--- config.mk ---
export PLATFORM = sky130hd
export DESIGN_NAME = input_conditioner
export DESIGN_NICKNAME = d
export VERILOG_FILES = /design/src/rtl/input_conditioner.sv
export SDC_FILE = /design/constraint.sdc
export NUM_CORES = 1
export LEC_CHECK = 0
export ABC_CLOCK_PERIOD_IN_PS = 1700
export CAP_MARGIN = 40
export CORE_MARGIN = 4
export CORE_UTILIZATION = 50
export DETAILED_ROUTE_END_ITERATION = 12
export PLACE_DENSITY = 0.66
export SLEW_MARGIN = 20
export SYNTH_ARGS = -nofsm -noshare
export SYNTH_HDL_FRONTEND = slang
export SYNTH_SLANG_ARGS = --single-unit
--- constraint.sdc ---
create_clock -name clk -period 1.7 [get_ports clk]
set_input_delay 0.34 -clock clk [delete_from_list [all_inputs] [get_ports clk]]
set_output_delay 0.34 -clock clk [all_outputs]
set_load 0.1 [all_outputs]
--- src/rtl/input_conditioner.sv ---
// input_conditioner
//   Board-input front end: brings raw push buttons and slide switches into the clk domain,
//   debounces every bit independently and delivers clean levels plus one-cycle edge events.
//   A small encoder turns button presses into a valid/code/collision triple for game FSMs.
//
// Ports
//   clk             system clock, all state updates on its rising edge
//   rst_n           synchronous active-low reset
//   btn_raw         raw push buttons, active-high, asynchronous to clk
//   sw_raw          raw slide switches, asynchronous to clk
//   btn_level       debounced button levels
//   sw_level        debounced switch levels
//   btn_rise        one-cycle pulse per button on an accepted 0->1 change
//   sw_rise         one-cycle pulse per switch on an accepted 0->1 change
//   sw_fall         one-cycle pulse per switch on an accepted 1->0 change
//   press_valid     one-cycle pulse when any btn_rise bit is set
//   press_code      index of the lowest-numbered rising button (qualified by press_valid)
//   press_collision one-cycle pulse when two or more buttons rise in the same cycle
//
// Pipeline for a clean edge sampled at posedge 0: synchronizer (posedges 0,1), debounce
// counter accepts at posedge 1+DEBOUNCE_CYCLES, output stage exposes the new level and its
// pulse at posedge 2+DEBOUNCE_CYCLES.

module input_conditioner #(
  parameter int unsigned NUM_BTN         = 4,
  parameter int unsigned NUM_SW          = 6,
  parameter int unsigned DEBOUNCE_CYCLES = 500000,
  parameter int unsigned CNT_W           = 19
) (
  input  logic               clk,
  input  logic               rst_n,
  input  logic [NUM_BTN-1:0] btn_raw,
  input  logic [NUM_SW-1:0]  sw_raw,
  output logic [NUM_BTN-1:0] btn_level,
  output logic [NUM_SW-1:0]  sw_level,
  output logic [NUM_BTN-1:0] btn_rise,
  output logic [NUM_SW-1:0]  sw_rise,
  output logic [NUM_SW-1:0]  sw_fall,
  output logic               press_valid,
  output logic [1:0]         press_code,
  output logic               press_collision
);

  // ---------------------------------------------------------------------------------------------
  // Elaboration-time parameter checks
  // ---------------------------------------------------------------------------------------------
  if (NUM_BTN > 4) begin : g_chk_num_btn
    $error("input_conditioner: NUM_BTN > 4 cannot be encoded on press_code");
  end
  if (DEBOUNCE_CYCLES < 2) begin : g_chk_debounce
    $error("input_conditioner: DEBOUNCE_CYCLES must be 2 or more");
  end
  if ((64'd1 << CNT_W) <= 64'(DEBOUNCE_CYCLES)) begin : g_chk_cnt_w
    $error("input_conditioner: CNT_W too narrow for DEBOUNCE_CYCLES");
  end

  // Buttons occupy the low bits of the combined vector, switches the high bits.
  localparam int unsigned NumIn = NUM_BTN + NUM_SW;
  localparam logic [CNT_W-1:0] CntMax = CNT_W'(DEBOUNCE_CYCLES - 1);

  logic [NumIn-1:0] raw_in;
  logic [NumIn-1:0] sync1_q;
  logic [NumIn-1:0] sync2_q;
  logic [NumIn-1:0] stable_q, stable_d;
  logic [CNT_W-1:0] cnt_q [NumIn];
  logic [CNT_W-1:0] cnt_d [NumIn];

  logic [NumIn-1:0]   level_q, level_d;
  logic [NumIn-1:0]   rise_q, rise_d;
  logic [NUM_SW-1:0]  fall_q, fall_d;
  logic [NUM_BTN-1:0] btn_rise_d;
  logic               press_valid_q, press_valid_d;
  logic [1:0]         press_code_q, press_code_d;
  logic               press_collision_q, press_collision_d;

  assign raw_in = {sw_raw, btn_raw};

  // ---------------------------------------------------------------------------------------------
  // Two-flop synchronizer
  // ---------------------------------------------------------------------------------------------
  always_ff @(posedge clk) begin
    if (!rst_n) begin
      sync1_q <= '0;
      sync2_q <= '0;
    end else begin
      sync1_q <= raw_in;
      sync2_q <= sync1_q;
    end
  end

  // ---------------------------------------------------------------------------------------------
  // Per-bit debounce: a counter runs only while the synchronized bit disagrees with the
  // accepted value; any agreement (a bounce back) clears it. The counter stops at CntMax,
  // where the new value is taken, so it can never wrap.
  // ---------------------------------------------------------------------------------------------
  always_comb begin
    stable_d = stable_q;
    for (int i = 0; i < int'(NumIn); i++) begin
      cnt_d[i] = '0;
      if (sync2_q[i] != stable_q[i]) begin
        if (cnt_q[i] >= CntMax) begin
          stable_d[i] = sync2_q[i];
        end else begin
          cnt_d[i] = cnt_q[i] + CNT_W'(1);
        end
      end
    end
  end

  always_ff @(posedge clk) begin
    if (!rst_n) begin
      stable_q <= '0;
      for (int i = 0; i < int'(NumIn); i++) begin
        cnt_q[i] <= '0;
      end
    end else begin
      stable_q <= stable_d;
      for (int i = 0; i < int'(NumIn); i++) begin
        cnt_q[i] <= cnt_d[i];
      end
    end
  end

  // ---------------------------------------------------------------------------------------------
  // Output stage: the registered level trails the accepted value by one cycle, so an accepted
  // change shows up as (new accepted value) != (current output level). That difference is the
  // edge pulse, registered together with the level so both appear in the same cycle.
  // ---------------------------------------------------------------------------------------------
  always_comb begin
    level_d    = stable_q;
    rise_d     = stable_q & ~level_q;
    fall_d     = ~stable_q[NumIn-1:NUM_BTN] & level_q[NumIn-1:NUM_BTN];
    btn_rise_d = rise_d[NUM_BTN-1:0];
  end

  // Button encoder works on the same next-state rise vector, so it lines up with btn_rise.
  always_comb begin
    press_valid_d = |btn_rise_d;
    press_code_d  = 2'd0;
    // Scan from the top so the lowest set bit is the last one written.
    for (int i = int'(NUM_BTN) - 1; i >= 0; i--) begin
      if (btn_rise_d[i]) begin
        press_code_d = 2'(i);
      end
    end
    // Clearing the lowest set bit leaves something only if two or more were set.
    press_collision_d = (btn_rise_d & (btn_rise_d - NUM_BTN'(1))) != '0;
  end

  always_ff @(posedge clk) begin
    if (!rst_n) begin
      level_q           <= '0;
      rise_q            <= '0;
      fall_q            <= '0;
      press_valid_q     <= 1'b0;
      press_code_q      <= 2'd0;
      press_collision_q <= 1'b0;
    end else begin
      level_q           <= level_d;
      rise_q            <= rise_d;
      fall_q            <= fall_d;
      press_valid_q     <= press_valid_d;
      press_code_q      <= press_code_d;
      press_collision_q <= press_collision_d;
    end
  end

  assign btn_level       = level_q[NUM_BTN-1:0];
  assign sw_level        = level_q[NumIn-1:NUM_BTN];
  assign btn_rise        = rise_q[NUM_BTN-1:0];
  assign sw_rise         = rise_q[NumIn-1:NUM_BTN];
  assign sw_fall         = fall_q;
  assign press_valid     = press_valid_q;
  assign press_code      = press_code_q;
  assign press_collision = press_collision_q;

endmodule
==> flow_summary.json, run 1 <==
{
  "status": "finished with violations",
  "failed_checks": "setup timing",
  "cts_tree": "built",
  "rsz0062_at_grt": "yes",
  "num_vias": 7902,
  "die_y_um": 151,
  "clk_pin_slew_ps": 60,
  "endpoint_kind": "flop",
  "drive_gt1_share_pct": 21.2,
  "core_sq_um": 19700,
  "die-area_sq_um": 22700,
  "fin_area_sq_um": 13400,
  "cp.required_ps": 2150,
  "drt_iter0_drc": 264,
  "num-fill-cells": 1543,
  "drc": 0,
  "ctsHoldBuffers": 0,
  "finalCritPeriodShare_pct": 106,
  "grt_pass1_vias": 7483,
  "vias_per_cell": 5.06,
  "slew_violations": 0,
  "ff_latch_area_sq_um": 5020,
  "n_antenna_cell": 0,
  "path_max_fanout": 7,
  "finalNonFillerCells": 1561,
  "synth-main-ff-cell": "dfxtp_1",
  "start_util_pct": 51.6,
  "critPathKind": "reg -> reg",
  "wl_um": 19500,
  "syn_nets": 1154,
  "final_common_cell": "dfxtp_1",
  "hpwlAfterDp_um": 12300,
  "avgRoutedWirePerCell_um": 12.5,
  "yosysUniqueCellTypes": 55,
  "cts_sinks": 250,
  "grt-ovfl-total": 0,
  "whs_ps": 339,
  "synth_edf_count": 0,
  "grt_antenna_before_repair": 0,
  "placed_area_sq_um": 11700,
  "syn_inst": 1132,
  "die_x_um": 151,
  "yosysWarnings": 0,
  "h-tree-depth": 1,
  "final_cell_mix": "dfxtp_1 (236), nor2_1 (202), xor2_1 (104), nand2_1 (93), buf_4 (73)",
  "setup_viol_count_final": 38,
  "synth.avg_cell_area_sq_um": 8.98,
  "seq_area_frac_synth_pct": 49.2,
  "cap_violations": 0,
  "ant_nets": 0,
  "multi_input_area_sq_um": 5490,
  "root_buffer": "clkbuf_16",
  "num_rows": 51,
  "hold_violations": 0,
  "tightest_slew_ps": 777,
  "place_ws_ps": -116,
  "async_reset_ff_share_pct": 0,
  "clk_latency_ps": 520,
  "grt_max_degree": 58,
  "grt_pass1_wl_um": 32200,
  "powerDensity_nw_per_um2": 875,
  "dp.cells": 1496,
  "clockBufferDepth": 3,
  "total_leakage_power_nw": 4.73,
  "hold_class": "in -> reg",
  "cts_inserted_buffers": 26,
  "design.portCount": 42,
  "first_pass_iters": 4,
  "finalNetCount": 1299,
  "crit_arrival_ps": 2240,
  "ir_worst_vdd_uv": 623,
  "cp-start-kind": "flop",
  "maxSlewHeadroom_pct": 48.0,
  "portBuffers": 41,
  "syn_area_sq_um": 10200,
  "place.gp.congestion": 0.823,
  "final.min_clock_period_ps": 1800,
  "syn_to_final_growth_pct": 31.4,
  "finalClockSkew_ps": 10.4,
  "synth_seq_cells": 250,
  "timing.final.ws_setup_ps": -96.5,
  "final_util_pct": 67.7,
  "max_freq_mhz": 557,
  "grt_usage_pct": 16.4
}
==> path summary, 6_finish.rpt <==
| check | slack [ps] | end | depth (start not counted) | from |
|---|---|---|---|---|
| worst max-delay path | -100 | cnt_q[5][9] | 6 | cnt_q[5][7] |
| worst min-delay path | 340 | sw_fall[2] | 4 | rst_n |
| worst max register to register | -100 | cnt_q[5][9] | 6 | cnt_q[5][7] |
| worst min register to register | 430 | sync2_q[4] | 1 | sync1_q[4] |
==> kinds of logic after synthesis <==
logic type	count (synthesis)	synth area share, %
AO/OA/AOI/OAI	58	4.21
adder cells (fa/ha/maj)	10	1.23
buffers and inverters	47	2.13
flip-flops	250	49.2
multiplexers	6	0.591
AND/OR/NAND/NOR	586	27.5
XOR/XNOR	175	15.1
==> final cells by class <==
| cell class | instances | share of cell area, % |
|---|---|---|
| Sequential cell | 250 | 37.6 |
| Inverter | 28 | 0.787 |
| Multi-Input combinational cell | 838 | 41.1 |
| Timing Repair Buffer | 133 | 11.5 |
| Clock inverter | 8 | 0.515 |
| Clock buffer | 39 | 5.99 |
| Tap cell | 265 | 2.48 |
==> cells in the mapped netlist, types with 5 or more instances <==
master / instances / area share, %
nor3_1: 33 / 1.6
nor4_1: 13 / 0.80
nor2_1: 241 / 8.9
xnor2_1: 70 / 6.0
and3_1: 27 / 1.7
inv_1: 28 / 1.0
o31ai_1: 5 / 0.37
mux2i_1: 6 / 0.59
a31oi_1: 6 / 0.37
xor2_1: 105 / 9.0
and2_1: 28 / 1.7
a21oi_1: 8 / 0.39
and4_1: 15 / 1.3
o21ai_0: 14 / 0.69
clkbuf_1: 9 / 0.33
nand2_1: 93 / 3.4
buf_2: 5 / 0.25
ha_1: 10 / 1.2
dfxtp_1: 250 / 49
nand3_1: 64 / 3.2
nand4_1: 42 / 2.6
==> what timing repair did <==
item,CTS,global route
resized for setup,15,118
gates cloned,1,5
pin swaps,2,53
buffers inserted,0,12
setup endpoints to repair,72,180
==> report_power, final <==
| part | internal, mW | switching, mW | leakage [nW] |
|---|---|---|---|
| clock | 3.39 | 2.21 | 0.437 |
| combinational | 0.0886 | 0.100 | 2.27 |
| sequential | 5.89 | 0.0165 | 2.02 |
==> sequential cells by signal (all words and copies together) (netlist names), 2 cells and up <==
| signal | flops |
|---|---|
| cnt_q | 190 |
| level_d | 10 |
| level_q | 10 |
| rise_q | 10 |
| sync1_q | 10 |
| sync2_q | 10 |
| sw_fall | 6 |
| press_code | 2 |
==> per-layer routing <==
| metal | part of all wire, % | vias up | GRT usage, % |
|---|---|---|---|
| met4 | 2.1 | 0 | 4.81 |
| met5 | 0 | - | 0 |
| li1 | - | 4112 | - |
| met3 | 3.7 | 36 | 2.92 |
| met2 | 47 | 118 | 28.0 |
| met1 | 47 | 3636 | 21.3 |
==> worst max-delay path, stage by stage (launching register included) <==
cell and delay [ps]:
dfxtp_2 320, nor4_2 320, and2_1 240, a211oi_2 90
or4_4 490, buf_12 180, nor2_4 80
==> through the flow <==
step,power [mW],TNS (ps)
after CTS,11.8,-560
after detailed placement,6.19,-3160
after global routing,12.1,-5220
after floorplan,6.12,-16.8
after global placement,6.19,0
final,11.7,-1710
No activity file was read; power rests on OpenSTA's default activity.
==> inputs of run 2 (changes only) <==
--- a/config.mk
+++ b/config.mk
@@ -8,9 +8,10 @@
 export ABC_CLOCK_PERIOD_IN_PS = 1700
 export CAP_MARGIN = 40
 export CORE_MARGIN = 4
-export CORE_UTILIZATION = 50
+export CORE_UTILIZATION = 40
+export CTS_CLUSTER_SIZE = 40
 export DETAILED_ROUTE_END_ITERATION = 12
-export PLACE_DENSITY = 0.66
+export PLACE_DENSITY = 0.55
 export SLEW_MARGIN = 20
 export SYNTH_ARGS = -nofsm -noshare
 export SYNTH_HDL_FRONTEND = slang
==> constraint.sdc (replaced) <==
create_clock -name clk -period 1.7 [get_ports clk]
set_input_delay 0.34 -clock clk [delete_from_list [all_inputs] [get_ports clk]]
set_output_delay 0.34 -clock clk [all_outputs]
set_load 0.05 [all_outputs]
==> run 2 against run 1 <==
Effect of this change:
- the run still ends with setup timing left
- die area rose by 24%
- critical path depth fell by 1
- combinational power rose by 14%
- sequential share of layout area fell by 0.39 points
- utilization fell by 14 points
- global-route usage fell by 2.7 points
- total power rose by 3.9%
- design area rose by 1.1%
- largest power group is now the clock network
==> flow_summary.json, run 2 (synthesis results as in run 1) <==
{
  "design.portCount": 42,
  "n_antenna_cell": 0,
  "h-tree-depth": 1,
  "timing.final.ws_setup_ps": -44.2,
  "clk_latency_ps": 530,
  "finalClockSkew_ps": 7.42,
  "cts_sinks": 250,
  "powerDensity_nw_per_um2": 900,
  "placed_area_sq_um": 11600,
  "ir_worst_vdd_uv": 787,
  "finalCritPeriodShare_pct": 103,
  "first_pass_iters": 4,
  "path_max_fanout": 5,
  "grt_pass1_vias": 7409,
  "place.gp.congestion": 0.766,
  "portBuffers": 41,
  "start_util_pct": 40.5,
  "endpoint_kind": "flop",
  "clk_pin_slew_ps": 60,
  "die-area_sq_um": 28000,
  "drt_iter0_drc": 346,
  "clockBufferDepth": 3,
  "drc": 0,
  "crit_chain": "or4_4 -> o31ai_4 -> buf_4 -> nand4_4 -> nor2_2",
  "finalNetCount": 1319,
  "die_x_um": 167,
  "num_rows": 58,
  "setup_viol_count_final": 52,
  "cpMaxStageDelayCell": "or4_4",
  "critPathBufInv": 1,
  "num_vias": 7934,
  "grt_antenna_before_repair": 0,
  "avgRoutedWirePerCell_um": 12.3,
  "cp.required_ps": 2160,
  "grt-ovfl-total": 0,
  "crit_arrival_ps": 2200,
  "core_sq_um": 25100,
  "total_leakage_power_nw": 4.82,
  "root_buffer": "clkbuf_16",
  "die_y_um": 167,
  "rsz0062_at_grt": "yes",
  "grt_pass1_wl_um": 33700,
  "cp-start-kind": "flop",
  "failed_checks": "setup timing",
  "cts_tree": "built",
  "ctsHoldBuffers": 0,
  "final.min_clock_period_ps": 1740,
  "max_freq_mhz": 573,
  "wl_um": 20200,
  "syn_to_final_growth_pct": 32.9,
  "vias_per_cell": 4.82,
  "final_cell_mix": "dfxtp_1 (235), nor2_1 (180), buf_4 (119), xor2_1 (103), nand2_1 (93)",
  "num-fill-cells": 2370,
  "final_common_cell": "dfxtp_1",
  "ff2ff_setup_slack_ps": -40,
  "fin_area_sq_um": 13500,
  "path_delay_family": "simple AND/OR/NAND/NOR gates",
  "whs_ps": 324,
  "power_mw": 12.2,
  "cap_violations": 0,
  "hold_violations": 0,
  "slew_violations": 0,
  "maxSlewHeadroom_pct": 60.7,
  "largest_reg_flops": 190,
  "ant_nets": 0,
  "top_register": "cnt_q",
  "drive_gt1_share_pct": 24.4,
  "grt_usage_pct": 13.7,
  "tightest_slew_ps": 587,
  "status": "finished with violations",
  "grt_max_degree": 58,
  "hpwlAfterDp_um": 12800,
  "critPathKind": "reg -> reg",
  "final_util_pct": 53.8,
  "hold_class": "in -> reg",
  "critPathMaxStageDelay_ps": 570,
  "cts_inserted_buffers": 28
}
==> run 2: changes by cell type in the layout (fill, tap and decap cells not counted), moves of 3 or more <==
cell	previous run	this run
buf_4	73	119
buf_12	37	7
nor2_1	202	180
nor2_4	19	33
nor2_2	20	28
clkbuf_16	28	35
clkbuf_8	8	4
buf_6	11	8
clkbuf_1	4	7
==> run 2: final timing paths <==
check / cells after the start / from / to
max: 5 / cnt_q[7][6] / cnt_q[7][10]
min: 4 / rst_n / sw_fall[3]
max reg2reg: 5 / cnt_q[7][6] / cnt_q[7][10]
min reg2reg: 1 / sync1_q[3] / sync2_q[3]
==> run 2: power by group <==
part	total (mW)	switching [mW]	internal, mW
combinational	0.215	0.112	0.103
clock	6.03	2.31	3.73
sequential	5.90	0.0156	5.89
==> run 2: cell type report <==
type                       count  area, sq um  area share (%)
timing repair buffer         152         1390            10.3
clock buffer                  40          807            5.97
inverter                      28          105           0.778
multi-input combinational    837         5640            41.7
clock inverter                 9          125           0.926
tap                          330          413            3.06
sequential                   250         5030            37.2
==> run 2: layer usage <==
| metal | vias to the layer above | track usage [%] | wire length, um |
|---|---|---|---|
| li1 | 4148 | - | - |
| met1 | 3667 | 18.9 | 9770 |
| met2 | 81 | 22.0 | 9250 |
| met3 | 38 | 2.71 | 771 |
| met4 | 0 | 3.63 | 450 |
| met5 | - | 0 | 0 |
==> run 2: through the flow <==
| stage | std cells | worst slack, ps | setup TNS [ps] |
|---|---|---|---|
| after floorplan | 1132 | -13.5 | -16.8 |
| after global placement | 1569 | -24.7 | -582 |
| after detailed placement | 1569 | -129 | -2930 |
| after CTS | 1621 | -20.3 | -78.6 |
| after global routing | 1646 | -119 | -6510 |
| final | 1646 | -44.2 | -932 |
==> run 2: worst register-to-register path, cell delays in order, from the launching register on <==
cell	delay [ps]
dfxtp_2	320
or4_4	570
o31ai_4	270
buf_4	170
nand4_4	180
nor2_2	170
==> run 2: what timing repair did <==
item / CTS / global route
pin swaps: 21 / 45
buffers inserted: 0 / 16
gates cloned: 3 / 9
endpoints found under the setup margin: 93 / 191
gates resized for setup: 20 / 151
==> RTL change, RTL diff (config.mk and constraints of run 2) <==
Reset style: asynchronous (`rst_n`), changed in 3 clocked blocks. Comments in the files are not updated.
--- a/src/rtl/input_conditioner.sv
+++ b/src/rtl/input_conditioner.sv
@@ -78,7 +78,7 @@
   // ---------------------------------------------------------------------------------------------
   // Two-flop synchronizer
   // ---------------------------------------------------------------------------------------------
-  always_ff @(posedge clk) begin
+  always_ff @(posedge clk or negedge rst_n) begin
     if (!rst_n) begin
       sync1_q <= '0;
       sync2_q <= '0;
@@ -107,7 +107,7 @@
     end
   end
 
-  always_ff @(posedge clk) begin
+  always_ff @(posedge clk or negedge rst_n) begin
     if (!rst_n) begin
       stable_q <= '0;
       for (int i = 0; i < int'(NumIn); i++) begin
@@ -147,7 +147,7 @@
     press_collision_d = (btn_rise_d & (btn_rise_d - NUM_BTN'(1))) != '0;
   end
 
-  always_ff @(posedge clk) begin
+  always_ff @(posedge clk or negedge rst_n) begin
     if (!rst_n) begin
       level_q           <= '0;
       rise_q            <= '0;
Check against the original RTL: no difference found for any inputs over 10 cycles, from zero or initial values and one cycle with rst_n low; that may be too few to reach the edited logic, so the function may still have changed.
==> RTL change against run 2 <==
- the flow still finishes with violations (setup timing)
- sequential cell count stayed put
- non-clock buffer count is 44 higher
- cell area is 15% higher
- setup slack worse by 60 ps
- die area is 12% higher
- routed wire length is 16% higher
- area after synthesis is 12% higher
- critical path depth is 1 lower
- critical path type unchanged
Power is not compared: it rests on default switching activity, and its combinational part moved more than twofold at a synthesized area within 25%.
==> RTL change: results (changes against run 2) <==
| Metric | Value |
|---|---|
| Post-layout net count | 1321 (was 1319) |
| Routed WL | 23500 µm (was 20200 µm) |
| Final setup fails | 96 (was 52) |
| Largest cells by area after synthesis | dfrtp_1 55%, xor2_1 8.7%, nor2_1 6.6%, xnor2_1 5.1%, nand3_1 3.4% (was dfxtp_1 49%, xor2_1 9.0%, nor2_1 8.9%, xnor2_1 6.0%, nand2_1 3.4%) |
| Failing checks | setup timing (unchanged) |
| # hold bufs at CTS | 1 (was 0) |
| Status | finished with violations (unchanged) |
| DR iter-0 viols | 380 (was 346) |
| Async set or reset register ratio after synthesis | 1.00 (was 0) |
| Rel. slew slack | 0.428 (was 0.607) |
| Fraction of layout cells with a size suffix above 1 | 0.332 (was 0.244) |
| Final setup margin | -104 ps (was -44.2 ps) |
| Final core occ | 0.558 (was 0.538) |
| Fillers | 2464 (was 2370) |
| Pre-CTS setup slack | -153 ps (was -129 ps) |
| # Post-CTS Setup Buffers | 4 (was 0) |
| Via count | 8367 (was 7934) |
| Most frequent cells after synthesis | 250 x dfrtp_1, 200 x nor2_1, 113 x xor2_1 (was 250 x dfxtp_1, 241 x nor2_1, 105 x xor2_1) |
| Cell variety after synth | 62 (was 55) |
| RR Startpoint | cnt_q[104] (was cnt_q[7][6]) |
| Mapped Cells | 1089 (was 1132) |
| Crit path to | level_d[4] (was cnt_q[7][10]) |
| Dpl cells | 1624 (was 1569) |
| CP arrival | 2230 ps (was 2200 ps) |
| GRT Util Overall | 0.148 (was 0.137) |
| Post-cts resize count | 61 (was 20) |
| Most used DFF post-synth | dfrtp_1 (was dfxtp_1) |
| Via count of the first global-routing pass | 8292 (was 7409) |
| Fin cells | 1696 (was 1646) |
| Seq/Total Area, Yosys | 0.549 (was 0.492) |
| R2R depth | 4 (was 5) |
| Dpl hpwl | 14900 µm (was 12800 µm) |
| Placement Cell Area | 13300 µm² (was 11600 µm²) |
[RTL change: report_power, final]
part	total, mW	switching (mW)	internal (mW)
Combinational	0.677	0.394	0.283
Clock	6.04	2.37	3.67
Sequential	6.11	0.0696	6.04
[RTL change: worst min-delay path by stage]
stage	start	slack, ps	to	depth (start not counted)
finish	sw_raw[4]	240	sync1_q[8]	1
global route	btn_raw[3]	210	sync1_q[3]	1
CTS	sw_raw[4]	210	sync1_q[8]	1
detailed placement	rst_n	200	cnt_q[180]	1
global placement	rst_n	200	cnt_q[180]	1
floorplan	rst_n	40	cnt_q[0]	0
[RTL change: worst max-delay path: stages, from the launching register on]
cell     delay [ps]
dfrtp_1         380
or4_4           580
nor4b_4         310
o21ai_4         170
a31o_2          260
[RTL change: routing by layer]
| metal | up-vias | GRT usage | part of all wire | wire, µm |
|---|---|---|---|---|
| met3 | 37 | 0.0254 | 0.033 | 771 |
| met4 | 0 | 0.0393 | 0.022 | 512 |
| li1 | 4146 | - | - | - |
| met5 | - | 0 | 0 | 0 |
| met2 | 84 | 0.236 | 0.47 | 10900 |
| met1 | 4100 | 0.210 | 0.48 | 11300 |
[RTL change: cells by family (layout without fill, tap and decap cells)]
group / Yosys count / in the layout / synth area share
fa+ha+maj: 11 / 11 / 0.0118
buf+inv: 45 / 271 / 0.0189
simple gates: 538 / 541 / 0.239
xor+xnor: 179 / 179 / 0.137
mux: 6 / 6 / 0.00592
flops: 250 / 250 / 0.549
compound gates: 60 / 60 / 0.0388
[RTL change: area by class of cell]
class	count	area share
Sequential cell	250	0.401
Clock inverter	10	0.00682
Clock buffer	40	0.0530
Multi-Input combinational cell	797	0.385
Inverter	25	0.00618
Tap cell	378	0.0303
Timing Repair Buffer	196	0.117
